[config.mk]
export PLATFORM = sky130hd
export DESIGN_NAME = alu_issue
export DESIGN_NICKNAME = d
export VERILOG_FILES = /design/src/rtl/alu_issue_pkg.sv /design/src/rtl/alu_issue_decode.sv /design/src/rtl/alu_issue.sv
export SDC_FILE = /design/constraint.sdc
export NUM_CORES = 1
export LEC_CHECK = 0
export CORE_UTILIZATION = 25
export DETAILED_ROUTE_END_ITERATION = 16
export HOLD_SLACK_MARGIN = 0.02
export SKIP_CTS_REPAIR_TIMING = 1
export SYNTH_ARGS = -nofsm -noshare
export SYNTH_HDL_FRONTEND = slang
export SYNTH_SLANG_ARGS = --single-unit
[constraint.sdc]
create_clock -name i_clk -period 2.33 [get_ports i_clk]
set_input_delay 0.3495 -clock i_clk [delete_from_list [all_inputs] [get_ports i_clk]]
set_output_delay 0.3495 -clock i_clk [all_outputs]
set_load 0.005 [all_outputs]
[src/rtl/alu_issue_pkg.sv]
// Shared constants for the ALU issue slice: RV32I opcode/funct3 values and ALU operation codes.
package alu_issue_pkg;

  localparam int WORD_SIZE_DEF  = 32;
  localparam int ALU_OPSIZE_DEF = 4;

  localparam logic [6:0] OPC_OP     = 7'b0110011;
  localparam logic [6:0] OPC_OP_IMM = 7'b0010011;
  localparam logic [6:0] OPC_LUI    = 7'b0110111;
  localparam logic [6:0] OPC_AUIPC  = 7'b0010111;

  localparam logic [2:0] F3_ADD  = 3'd0;
  localparam logic [2:0] F3_SLL  = 3'd1;
  localparam logic [2:0] F3_SLT  = 3'd2;
  localparam logic [2:0] F3_SLTU = 3'd3;
  localparam logic [2:0] F3_XOR  = 3'd4;
  localparam logic [2:0] F3_SR   = 3'd5;
  localparam logic [2:0] F3_OR   = 3'd6;
  localparam logic [2:0] F3_AND  = 3'd7;

  typedef enum logic [3:0] {
    ALU_ADD  = 4'd0,
    ALU_SUB  = 4'd1,
    ALU_SLL  = 4'd2,
    ALU_SLT  = 4'd3,
    ALU_SLTU = 4'd4,
    ALU_XOR  = 4'd5,
    ALU_SRL  = 4'd6,
    ALU_SRA  = 4'd7,
    ALU_OR   = 4'd8,
    ALU_AND  = 4'd9
  } alu_op_e;

  // Only the base and the "alternate" (SUB/SRA) encodings are valid funct7 values.
  function automatic logic funct7_ok(input logic [6:0] f7);
    return (f7 == 7'b0000000) || (f7 == 7'b0100000);
  endfunction

endpackage

[src/rtl/alu_issue_decode.sv]
// Combinational translation of RV32I ALU-class fields into an ALU operation and operand pair.
module alu_issue_decode
  import alu_issue_pkg::*;
#(
  parameter int WORD_SIZE  = WORD_SIZE_DEF,
  parameter int ALU_OPSIZE = ALU_OPSIZE_DEF
) (
  input  logic [6:0]            opcode,
  input  logic [2:0]            funct3,
  input  logic [6:0]            funct7,
  input  logic [WORD_SIZE-1:0]  rs1_data,
  input  logic [WORD_SIZE-1:0]  rs2_data,
  input  logic [WORD_SIZE-1:0]  imm,
  input  logic [WORD_SIZE-1:0]  pc,
  output logic [ALU_OPSIZE-1:0] operation,
  output logic [WORD_SIZE-1:0]  operand_a,
  output logic [WORD_SIZE-1:0]  operand_b,
  output logic                  illegal
);

  alu_op_e op;
  logic    is_shift;

  always_comb begin
    op        = ALU_ADD;
    operand_a = '0;
    operand_b = '0;
    illegal   = 1'b0;
    is_shift  = 1'b0;
    case (opcode)
      OPC_OP, OPC_OP_IMM: begin
        operand_a = rs1_data;
        operand_b = (opcode == OPC_OP) ? rs2_data : imm;
        case (funct3)
          F3_ADD:  op = (opcode == OPC_OP && funct7[5]) ? ALU_SUB : ALU_ADD;
          F3_SLL:  begin op = ALU_SLL; is_shift = 1'b1; end
          F3_SLT:  op = ALU_SLT;
          F3_SLTU: op = ALU_SLTU;
          F3_XOR:  op = ALU_XOR;
          F3_SR:   begin op = funct7[5] ? ALU_SRA : ALU_SRL; is_shift = 1'b1; end
          F3_OR:   op = ALU_OR;
          F3_AND:  op = ALU_AND;
          default: op = ALU_ADD;
        endcase
        if (opcode == OPC_OP) illegal = !funct7_ok(funct7);
        else if (is_shift)    illegal = !funct7_ok(imm[11:5]);
        // The ALU shifts by the whole operand, so keep only the 5-bit shamt.
        if (is_shift) operand_b = {{(WORD_SIZE-5){1'b0}}, operand_b[4:0]};
      end
      OPC_LUI: operand_b = imm;
      OPC_AUIPC: begin
        operand_a = pc;
        operand_b = imm;
      end
      default: illegal = 1'b1;
    endcase
    if (illegal) begin
      op        = ALU_ADD;
      operand_a = '0;
      operand_b = '0;
    end
  end

  assign operation = ALU_OPSIZE'(op);

endmodule

[src/rtl/alu_issue.sv]
// Two-stage issue/writeback wrapper around an external combinational ALU.
module alu_issue
  import alu_issue_pkg::*;
#(
  parameter int WORD_SIZE  = WORD_SIZE_DEF,
  parameter int ALU_OPSIZE = ALU_OPSIZE_DEF
) (
  input  logic                  i_clk,
  input  logic                  i_rst,
  input  logic                  i_valid,
  output logic                  o_ready,
  input  logic [6:0]            i_opcode,
  input  logic [2:0]            i_funct3,
  input  logic [6:0]            i_funct7,
  input  logic [WORD_SIZE-1:0]  i_rs1_data,
  input  logic [WORD_SIZE-1:0]  i_rs2_data,
  input  logic [WORD_SIZE-1:0]  i_imm,
  input  logic [WORD_SIZE-1:0]  i_pc,
  output logic [WORD_SIZE-1:0]  o_alu_operand_A,
  output logic [ALU_OPSIZE-1:0] o_alu_operation,
  output logic [WORD_SIZE-1:0]  o_alu_operand_B,
  input  logic [WORD_SIZE-1:0]  i_alu_result,
  output logic                  o_valid,
  input  logic                  i_ready,
  output logic [WORD_SIZE-1:0]  o_result,
  output logic                  o_illegal
);

  // Handshake: a beat transfers on an edge where valid && ready; the producer holds
  // valid and payload stable until then. Upstream ready depends combinationally on i_ready.

  logic [ALU_OPSIZE-1:0] dec_operation;
  logic [WORD_SIZE-1:0]  dec_operand_a;
  logic [WORD_SIZE-1:0]  dec_operand_b;
  logic                  dec_illegal;

  logic s1_valid;
  logic s1_illegal;
  logic s2_valid;
  logic s2_free;
  logic s1_adv;
  logic up_xfer;

  alu_issue_decode #(
    .WORD_SIZE  (WORD_SIZE),
    .ALU_OPSIZE (ALU_OPSIZE)
  ) u_decode (
    .opcode    (i_opcode),
    .funct3    (i_funct3),
    .funct7    (i_funct7),
    .rs1_data  (i_rs1_data),
    .rs2_data  (i_rs2_data),
    .imm       (i_imm),
    .pc        (i_pc),
    .operation (dec_operation),
    .operand_a (dec_operand_a),
    .operand_b (dec_operand_b),
    .illegal   (dec_illegal)
  );

  assign s2_free = !s2_valid || i_ready;
  assign s1_adv  = s1_valid && s2_free;
  assign o_ready = !s1_valid || s1_adv;
  assign up_xfer = i_valid && o_ready;
  assign o_valid = s2_valid;

  always_ff @(posedge i_clk) begin
    if (i_rst) begin
      s1_valid        <= 1'b0;
      s1_illegal      <= 1'b0;
      o_alu_operand_A <= '0;
      o_alu_operand_B <= '0;
      o_alu_operation <= '0;
      s2_valid        <= 1'b0;
      o_result        <= '0;
      o_illegal       <= 1'b0;
    end else begin
      if (up_xfer) begin
        s1_valid        <= 1'b1;
        s1_illegal      <= dec_illegal;
        o_alu_operand_A <= dec_operand_a;
        o_alu_operand_B <= dec_operand_b;
        o_alu_operation <= dec_operation;
      end else if (s1_adv) begin
        s1_valid <= 1'b0;
      end
      if (s1_adv) begin
        s2_valid  <= 1'b1;
        o_result  <= s1_illegal ? '0 : i_alu_result;
        o_illegal <= s1_illegal;
      end else if (s2_free) begin
        s2_valid <= 1'b0;
      end
    end
  end

endmodule
==> run metrics <==
status=finished, final reports clean; Avg Inst Size Synth=about 8 um^2; count of different cell masters after synthesis=33; FF+latch count, synth=about 100; Least-Margin Pin Slew=between 0.5 and 0.6 ns; Clock Latency Late Sink=0.35 ns; logic gate share of total power=18.7%; Mapped Area=about 4600 um^2; remaining global-route overflow=0; WL per Instance=15.40 um; Final Critical Period=2.133 ns; critical path class=in -> reg; setup_tns=0 ns; worst r2r src=o_valid; sequential power share=about 45%; vias in the first global route=4,522; layout cells sized above 1=7.168%; first-pass GRT wire length=24.07 mm; Hold Startpoint=i_rst; Core ar.=18,020 um^2; leak pwr=0.002797 uW; # IOs=284; skew final=0.009406 ns; RSZ-0062 raised after global routing=false; Clk pin slew, worst setup/hold paths=~0.070 ns; Net Sw Frac=around 25%; Pins Over Slew Limit=0; Vias/cell=4.700; RePlAce Congestion=~0.75; Seq/Total Area, Yosys=45.24%; Power Internal=~3000 uW; top achievable clock speed=468.8 MHz; critical path startpoint category=input port; starting density of the core=25.53%; Tcrit/Tclk final=91.54%; P_sw=1014 uW; Cell Rows=49; die width=137.7 um; clock network power share=35.9%; # port buffers=about 280; Synth warnings=0; diodes inserted=0; post-layout net count=1,013; HPWL after DPL=approximately 12 mm; Post-DRT Antenna Nets=0; PwrDens=496.3 nW/um^2; post-placement cell area=slightly below 8000 um^2; Design Power=4024 uW; worst min path class=in -> reg; root cell of the clock tree=clkbuf_16; Worst VDD drop=between 0.2 and 0.3 mV; final hold vios=0; Synth Instances=566; number of max-cap violations=0; total track usage=16.65%; worst path required time=~2.6 ns; H-tree levels=3; via count=between 5,000 and 6,000; final core utilization=44.97%; DRC viols=0; design area=8107 um^2; final setup vio count=0; Detailed Route Iter0 Violations=187; Worst slew margin=63.83%; fillers=between 1,500 and 2,000; Worst Setup SP=i_imm[7]; largest net degree at the start of global routing=67; Worst Path Arrival=2.41 ns; initial antenna violation count=0; DRT Pass-1 Iters=4; Synthesized Nets=747; crit end category=flop; CTS sink cnt=104; CTS tree=built; die area=18,950 um^2; Syn-to-layout area delta=76.16%; CTS max path bufs=2; total routed wirelength=16.42 mm; Die Y=137.7 um; TritonCTS Buffers=9; Max FO, Critical Path=19
==> final timing paths <==
kind	to	slack, ns	cells past startpoint
worst max register to register	o_result[10]	0.82	6
worst max-delay path	o_alu_operand_B[17]	0.20	7
worst min register to register	o_alu_operand_B[2]	0.45	2
worst min-delay path	o_alu_operand_A[1]	0.44	2
==> worst max-delay path: stages <==
cell             delay [ns]
clkdlybuf4s50_1        0.41
or4_1                  0.58
o221a_2                0.31
a21oi_4                0.22
buf_4                  0.28
nand3_1                0.10
a21oi_1                0.14
==> layout by cell type (no fill, tap or decap), types with 2 or more instances in the layout <==
master           netlist  routed
a22o_1                59      59
nand4_1                2       2
buf_12                 0       9
clkinvlp_4             0       3
a21oi_1              101     101
inv_1                  5       5
nand2_1               71      70
clkbuf_16              0       9
mux2i_1                2       2
mux2_2                 5       5
nor2_1                39      38
nor2b_1                3       2
o21ai_0                3       2
dfxtp_1              104     104
buf_4                  0      21
nor3b_1               32      32
nor3_1                 2       2
nand3b_1               2       2
nand3_1               66      66
inv_6                  0       3
clkdlybuf4s50_1        0     282
==> metal layers <==
layer	vias up	wire, um	track usage, %
met3	14	1616	5.077
met4	0	233	5.250
met5	-	0	0
met1	2243	6726	19.60
li1	2542	-	-
met2	211	7838	28.64
==> through the flow <==
stage	cells	setup slack (ns)	hold slack [ns]
2_1_floorplan	566	0.4969	0.4483
5_1_grt	1066	0.05766	0.4604
6_report	1066	0.1971	0.4443
3_3_place_gp	1050	-0.1444	0.4371
4_1_cts	1066	0.2034	0.4297
3_5_place_dp	1050	-0.1564	0.4435
==> sequential cells by signal, summed over array words and instances, names as in the netlist <==
name             flops
o_result            32
o_alu_operand_A     32
o_illegal            1
o_alu_operation      4
o_valid              1
s1_illegal           1
o_alu_operand_B     32
s1_valid             1
==> power by group through the flow <==
stage          sequential (uW)  combinational (uW)  clock [uW]
6_report                  1830                 751        1450
5_1_grt                   1830                 817        1570
4_1_cts                   1830                 762        1500
3_5_place_dp              1870                 759           0
3_3_place_gp              1870                 763           0
2_1_floorplan             1860                 271           0
==> cell usage after synthesis, drive strengths merged <==
cell type | count | area (um^2)
a2111oi | 1 | 8.760
a211oi | 1 | 7.510
a21oi | 102 | 514.2
a22o | 59 | 516.8
a22oi | 1 | 7.510
and2 | 1 | 6.260
buf | 17 | 102.6
clkbuf | 40 | 150.1
dfxtp | 104 | 2082
inv | 6 | 22.52
mux2 | 5 | 56.30
mux2i | 2 | 20.02
nand2 | 71 | 266.5
nand3 | 66 | 330.3
nand3b | 2 | 15.01
nand4 | 2 | 12.51
nor2 | 39 | 146.4
nor2b | 3 | 18.77
nor3 | 2 | 10.01
nor3b | 32 | 240.2
nor4 | 1 | 6.260
o2111ai | 1 | 8.760
o211ai | 1 | 7.510
o21ai | 4 | 20.01
o221a | 1 | 11.26
or3 | 1 | 6.260
or4 | 1 | 7.510
==> logic make-up (layout without fill, tap and decap cells) <==
logic type / Yosys count / after routing / share of synthesized area [%]
compound gates: 171 / 171 / 23.95
buf+inv: 63 / 334 / 5.981
flops: 104 / 104 / 45.24
mux: 7 / 7 / 1.658
simple gates: 221 / 221 / 23.17
==> layout make-up <==
type | count | area [um^2] | area share, %
tap | 229 | 286.5 | 3.535
inverter | 6 | 22.52 | 0.2778
clock inverter | 7 | 53.80 | 0.6637
timing repair buffer | 312 | 3161 | 38.99
clock buffer | 9 | 225.2 | 2.778
multi-input combinational | 399 | 2276 | 28.08
sequential | 104 | 2082 | 25.68
Power figures use the tool's default switching activity.
